**config.mk**
```make
export PLATFORM = sky130hd
export DESIGN_NAME = mem_latency_responder
export DESIGN_NICKNAME = d
export VERILOG_FILES = /design/src/rtl/mem_latency_responder.sv
export SDC_FILE = /design/constraint.sdc
export NUM_CORES = 2
export LEC_CHECK = 0
export ABC_AREA = 1
export CORE_MARGIN = 3
export CORE_UTILIZATION = 30
export CTS_CLUSTER_SIZE = 16
export DETAILED_ROUTE_END_ITERATION = 7
export DONT_BUFFER_PORTS = 1
export PLACE_DENSITY = 0.48
export SETUP_SLACK_MARGIN = 0.15
export SYNTH_ARGS = -nofsm -noshare
export SYNTH_HDL_FRONTEND = slang
export SYNTH_SLANG_ARGS = --single-unit
```
**constraint.sdc**
```tcl
create_clock -name clk -period 9.05 [get_ports clk]
set_input_delay 0.905 -clock clk [delete_from_list [all_inputs] [get_ports clk]]
set_output_delay 0.905 -clock clk [all_outputs]
set_load 0.01 [all_outputs]
```
**src/rtl/mem_latency_responder.sv**
```systemverilog
// Fixed-latency word memory responder for a CPU data port: accepts one read or write,
// stalls the requester for LATENCY cycles, then pulses ready with the access complete.
module mem_latency_responder #(
    parameter int unsigned LATENCY = 2,
    parameter int unsigned DEPTH   = 256
) (
    input  logic        clk,
    input  logic        reset_n,
    input  logic        readM,
    input  logic        writeM,
    input  logic [15:0] address,
    input  logic [15:0] wdata,
    output logic [15:0] rdata,
    output logic        busy,
    output logic        ready,
    output logic        protocol_err
);

    localparam int unsigned AW       = (DEPTH > 1) ? $clog2(DEPTH) : 1;
    localparam bit          SkipWait = (LATENCY == 1);
    localparam logic [3:0]  CntLoad  = (LATENCY > 1) ? 4'(LATENCY - 2) : 4'd0;

    if (LATENCY < 1 || LATENCY > 15) begin : gen_bad_latency
        $error("mem_latency_responder: LATENCY must be within 1..15");
    end
    if ((DEPTH & (DEPTH - 1)) != 0 || DEPTH < 2 || DEPTH > 65536) begin : gen_bad_depth
        $error("mem_latency_responder: DEPTH must be a power of two in 2..65536");
    end

    typedef enum logic [1:0] {
        StIdle,
        StWait,
        StDone
    } state_e;

    state_e          state_q, state_d;
    logic [3:0]      cnt_q, cnt_d;
    logic [AW-1:0]   idx_q, idx_d;
    logic [15:0]     wdata_q, wdata_d;
    logic            op_wr_q, op_wr_d;
    logic [15:0]     rdata_q, rdata_d;
    logic            perr_q, perr_d;

    logic [15:0]     mem_q [DEPTH];

    logic            req;
    logic            access;
    logic [AW-1:0]   acc_idx;
    logic [15:0]     acc_wdata;
    logic            acc_wr;

    assign req = readM | writeM;

    // Upper address bits alias onto the same storage and are intentionally dropped.
    if (AW < 16) begin : gen_alias
        logic unused_addr_bits;
        assign unused_addr_bits = ^address[15:AW];
    end

    always_comb begin
        state_d   = state_q;
        cnt_d     = cnt_q;
        idx_d     = idx_q;
        wdata_d   = wdata_q;
        op_wr_d   = op_wr_q;
        perr_d    = perr_q;
        busy      = 1'b0;
        access    = 1'b0;
        acc_idx   = idx_q;
        acc_wdata = wdata_q;
        acc_wr    = op_wr_q;

        case (state_q)
            StIdle: begin
                if (req) begin
                    busy    = 1'b1;
                    idx_d   = address[AW-1:0];
                    wdata_d = wdata;
                    op_wr_d = writeM;
                    perr_d  = perr_q | (readM & writeM);
                    if (SkipWait) begin
                        // Single-cycle latency completes on this edge from the live inputs.
                        state_d   = StDone;
                        access    = 1'b1;
                        acc_idx   = address[AW-1:0];
                        acc_wdata = wdata;
                        acc_wr    = writeM;
                    end else begin
                        state_d = StWait;
                        cnt_d   = CntLoad;
                    end
                end
            end
            StWait: begin
                busy = 1'b1;
                if (cnt_q == 4'd0) begin
                    state_d = StDone;
                    access  = 1'b1;
                end else begin
                    cnt_d = cnt_q - 4'd1;
                end
            end
            StDone: begin
                state_d = StIdle;
            end
            default: begin
                state_d = StIdle;
            end
        endcase

        rdata_d = (access && !acc_wr) ? mem_q[acc_idx] : rdata_q;
    end

    always_ff @(posedge clk or negedge reset_n) begin
        if (!reset_n) begin
            state_q <= StIdle;
            cnt_q   <= 4'd0;
            idx_q   <= '0;
            wdata_q <= 16'h0000;
            op_wr_q <= 1'b0;
            rdata_q <= 16'h0000;
            perr_q  <= 1'b0;
        end else begin
            state_q <= state_d;
            cnt_q   <= cnt_d;
            idx_q   <= idx_d;
            wdata_q <= wdata_d;
            op_wr_q <= op_wr_d;
            rdata_q <= rdata_d;
            perr_q  <= perr_d;
        end
    end

    // Storage survives reset; writes are blocked while reset is held.
    always_ff @(posedge clk) begin
        if (reset_n && access && acc_wr) begin
            mem_q[acc_idx] <= acc_wdata;
        end
    end

    assign rdata        = rdata_q;
    assign ready        = (state_q == StDone);
    assign protocol_err = perr_q;

endmodule

```
[Word level (Yosys, flattened, before mapping)]
Memories as Yosys holds them, arrays and structs flattened. A register that Yosys moved wholly into a read port is not among the register bits.
Index checks and enable logic that the tools add are counted.
Word-level totals
  register bits after elaboration: 32
  bits in writable memories: 4096
  input port bits: 36
  output and inout bits: 19
  logic and storage cells: 39
  memories: 1
Memories
  mem_q: words 256, bits a word 16, read ports 1, clocked after memory_dff 1, wr ports 1, RTL line 44  | logic [15:0] mem_q [DEPTH];
Operators by class
  add/subtract/negate cells: 1
  equality and inequality tests: 5
  multiplexer cells: 12
  bitwise logic cells: 3
  reductions and logical operators: 11
Operator list (count)
  2-to-1 mux 4 bit: 2
  one-hot mux 4 bit (2 select lines): 1
  inequality test 2 bit, second input constant: 3
  2-to-1 mux 1 bit: 5
  zero test 4 bit: 1
  2-to-1 mux 2 bit: 2
  one-hot mux 2 bit (2 select lines): 1
  AND reduction 2 bit: 2
  subtractor 4 x 1 -> 4 bit, second input constant: 1
  logical AND 1 bit: 3
  AND reduction 3 bit: 1
  == test 2 x 1 -> 1 bit, second input constant: 1
  == test 2 bit, second input constant: 1
  zero test 1 bit: 2
  zero test 2 bit: 1
  bitwise OR 1 bit: 2
  one-hot mux 1 bit (2 select lines): 1
  nonzero test 2 bit: 1
  bitwise AND 1 bit: 1

[Depth between registers and ports, before layout]
  word-level depth: 7
  depth in mapped cells: 19

[Worst setup path before layout]
OpenSTA, ideal clock, no wires.
  path type: reg2reg
  from: reg wdata_q[0] (netlist: acc_wdata[0])
  to: mem mem_q[0][0], data pin
  library setup time: 0.804 ns
  arrival time: 3.183 ns
  path slack: 5.063 ns
  stages on the path, launching flop included: 1
  period minus slack after synthesis: 3.987 ns
  cells stage by stage: dfrtp_1
RTL lines
  start, declared: RTL line 39  | logic [15:0] wdata_q, wdata_d;
  start signal, assigned: RTL line 127  | wdata_q <= wdata_d;
  end, declared: RTL line 44
No word-level cell before the write port.

==> metrics <==
status=completed; maximum clock path buffer count=4; most frequent cells in the layout=6907 x nand2_1, 4096 x edfxtp_1, 874 x nor2_1; DIE AREA=0.5641 mm2; element type at the critical path end=flip-flop; Worst path max stage delay=0.80 ns; cell area after synthesis=0.1665 mm2; detailed placement HPWL=293.1 mm; mean number of vias per cell=4.818; Row Count=around 270; worst path cell trace=buf_4, clkinv_16, nor2_8, buf_4, buf_12, nand2_1, nand3_1, nand2_1, nand2_1, nor2_1, nor2_1, nor2_1, nand2_1, nand2_1, nand3_1, nor2_1, nor2_1; Post-route DRC=0; die height=751.1 um; GP Congestion=approximately 0.83; Num CTS Buffers=435; Worst-Skew Late Latency=1.04 ns; GRT Residual Overflow=0; number of synthesized register bits=between 4000 and 5000; post-CTS setup buffers=0; CP bufs+invs=4; Tot Pwr=roughly 63 mW; Filler cells=around 55000; Final WS setup=approximately 3.6 ns; Post-Synth XOR/XNOR Area=0%; total core area=0.5530 mm2; clk sinks=4144; vias in the first global route=100352; cts repair resizes=0; Adder-Cell Fraction of Synth Area=less than 1%; Finished Cell Area=0.1897 mm2; Initial Utilization=30.11%; Worst-Margin Slew=1.228 ns; Ports=55; Synth Area in Simple Gates=a little over a fifth; CTS tree=done; initial antenna violation count=32; Syn Nets=14506; unrepaired setup endpoints after global routing=no; area of placed instances=0.1759 mm2; initial DRC count=10154; Setup Viol. Count Final=0; sequential-to-total area share from yosys stat=74.58%; worst hold path type=primary input to flip-flop; nature of the critical path startpoint=flip-flop; Fin Setup TNS=0 ns; critical path class=flip-flop to flip-flop; Hold Fails Final Rpt=0; routed wire length=531.0 mm; synth warn=0; Post-CTS Hold Fix Bufs=25; commonest non-fill, non-tap cell in the layout=nand2_1; final core occ=34.31%; share of layout cells above drive strength 1=7.353%; crit path time final=5.430 ns; Final period util=roughly three fifths; P_leak=69.42 nW; clk root buf=clkbuf_16; post-route ant nets=0; mux contribution to synthesized area=0%; Slew HR=17.84%; Area growth syn-to-layout=13.94%; fmax=approximately 180 MHz; clock slew at reported path FFs=approximately 0.060 ns; synth unique cells=27; post-synthesis compound-gate area fraction=about 1.2%; PwrDens=332.9 mW/mm2; Data required, critical path=10.02 ns; fin nets=~15000; largest family of logic cells by synthesized area=simple AND/OR/NAND/NOR gates; Synth Instances=14469; first-pass GRT wire length=753.3 mm; CP max-delay cell=dfrtp_4; via count=around 110k; port bufs=0; WL/cell=23.87 um; Setup crit start=acc_idx[0]$_DFFE_PN0P_; Syn Area/Cell=11.51 um2; Detailed Routing Iterations Pass 1=6; Die Span X=751.1 um; min-delay src=address[7]; CP delay by family, top=simple AND/OR/NAND/NOR gates; H-Tree Level Count=5; setup slack at placement=around 3.7 ns; largest net degree at the start of global routing=around 160; Final Max Tran Viols=0; origin of the critical flop-to-flop path=acc_idx[0]$_DFFE_PN0P_; Max VDD drop=0.3215 mV; Maximum Capacitance Violations=0; CP arrival=6.40 ns; largest fanout on the critical path=91; overall global routing resource usage=18.26%; clk_skew=0.09904 ns
cell families (layout without fill, tap and decap cells):
kind of cell,count (synthesis),after routing
flip-flops,4144,4144
adder cells (fa/ha/maj),1,1
AO/OA/AOI/OAI,385,385
buffers and inverters,857,1321
AND/OR/NAND/NOR,9082,9082
other,0,27
synth_stat cells:
| cell | number | area, um2 |
|---|---|---|
| buf_4 | 44 | 330.3 |
| nor2_8 | 2 | 40.04 |
| clkinv_1 | 4 | 15.01 |
| nor2_1 | 880 | 3303 |
| o21ai_0 | 96 | 480.5 |
| nand3_1 | 864 | 4324 |
| ha_1 | 1 | 12.51 |
| nand2_1 | 6925 | 25990 |
| a21oi_1 | 173 | 865.8 |
| inv_4 | 1 | 6.260 |
| edfxtp_1 | 4096 | 123000 |
| o21ai_1 | 115 | 575.6 |
| nor2_2 | 3 | 18.77 |
| clkbuf_1 | 195 | 732.0 |
| nor3_1 | 2 | 10.01 |
| buf_1 | 33 | 123.9 |
| or2_2 | 16 | 100.1 |
| buf_2 | 518 | 2592 |
| nor2_4 | 1 | 11.26 |
| inv_1 | 45 | 168.9 |
| dfrtp_1 | 48 | 1201 |
| a31o_2 | 1 | 8.760 |
| nand4_1 | 385 | 2409 |
| inv_6 | 1 | 8.760 |
| nor3_2 | 4 | 40.04 |
| inv_2 | 2 | 7.510 |
| buf_6 | 14 | 157.7 |
final timing paths:
kind / to / slack, ns / cells after the start
max reg2reg: rdata[15]$_DFFE_PN0P_ / 3.62 / 17
min in group asynchronous: acc_idx[4]$_DFFE_PN0P_ / 0.41 / 2
max in group asynchronous: acc_idx[0]$_DFFE_PN0P_ / 8.23 / 2
max: rdata[15]$_DFFE_PN0P_ / 3.62 / 17
min reg2reg: protocol_err$_DFFE_PN0P_ / 0.55 / 1
min: acc_idx[7]$_DFFE_PN0P_ / 0.23 / 2
state kept, by name (all words and copies together), names as in the netlist:
name,cells
rdata,16
state_q,2
acc_wr,1
cnt_q,4
mem_q,4096
acc_idx,8
protocol_err,1
acc_wdata,16
stage by stage:
stage	hold WS, ns	cells
floorplan	0.5012	14469
detailed placement	0.5294	21403
global placement	0.5304	21403
CTS	0.1382	22220
global route	0.1771	22221
finish	0.2269	22247
where the power goes:
| part | switching (mW) | total, mW | internal, mW | leakage [nW] |
|---|---|---|---|---|
| Clock | 7.70 | 17.3 | 9.59 | 6.60 |
| Sequential | 0.787 | 24.8 | 24.0 | 37.6 |
| Combinational | 16.9 | 21.1 | 4.22 | 25.2 |
| Total | 25.4 | 63.2 | 37.8 | 69.4 |
area by class of cell:
class                   count  area (um2)  share of cell area (%)
clock inverters           245        2193                   1.156
well taps                7287        9117                   4.805
diodes                     27       67.56                 0.03561
repair buffers            476        4141                   2.183
multi-input cells        9468       38350                   20.21
flip-flops and latches   4144      124300                   65.49
inverters                  53       249.0                  0.1312
clock buffers             547       11360                   5.985
worst register-to-register path: stages (launching register included):
cell,delay [ns]
dfrtp_4,0.80
buf_4,0.50
clkinv_16,0.38
nor2_8,0.38
buf_4,0.55
buf_12,0.49
nand2_1,0.29
nand3_1,0.11
nand2_1,0.05
nand2_1,0.11
nor2_1,0.04
nor2_1,0.27
nor2_1,0.09
nand2_1,0.43
nand2_1,0.15
nand3_1,0.36
nor2_1,0.25
nor2_1,0.13
per-layer routing:
metal / track usage (%) / part of all wire (%)
met1: 25.75 / 44
met2: 29.25 / 47
met3: 2.666 / 6.2
met4: 5.279 / 2.7
met5: 0 / 0.031
Power figures use the tool's default switching activity.
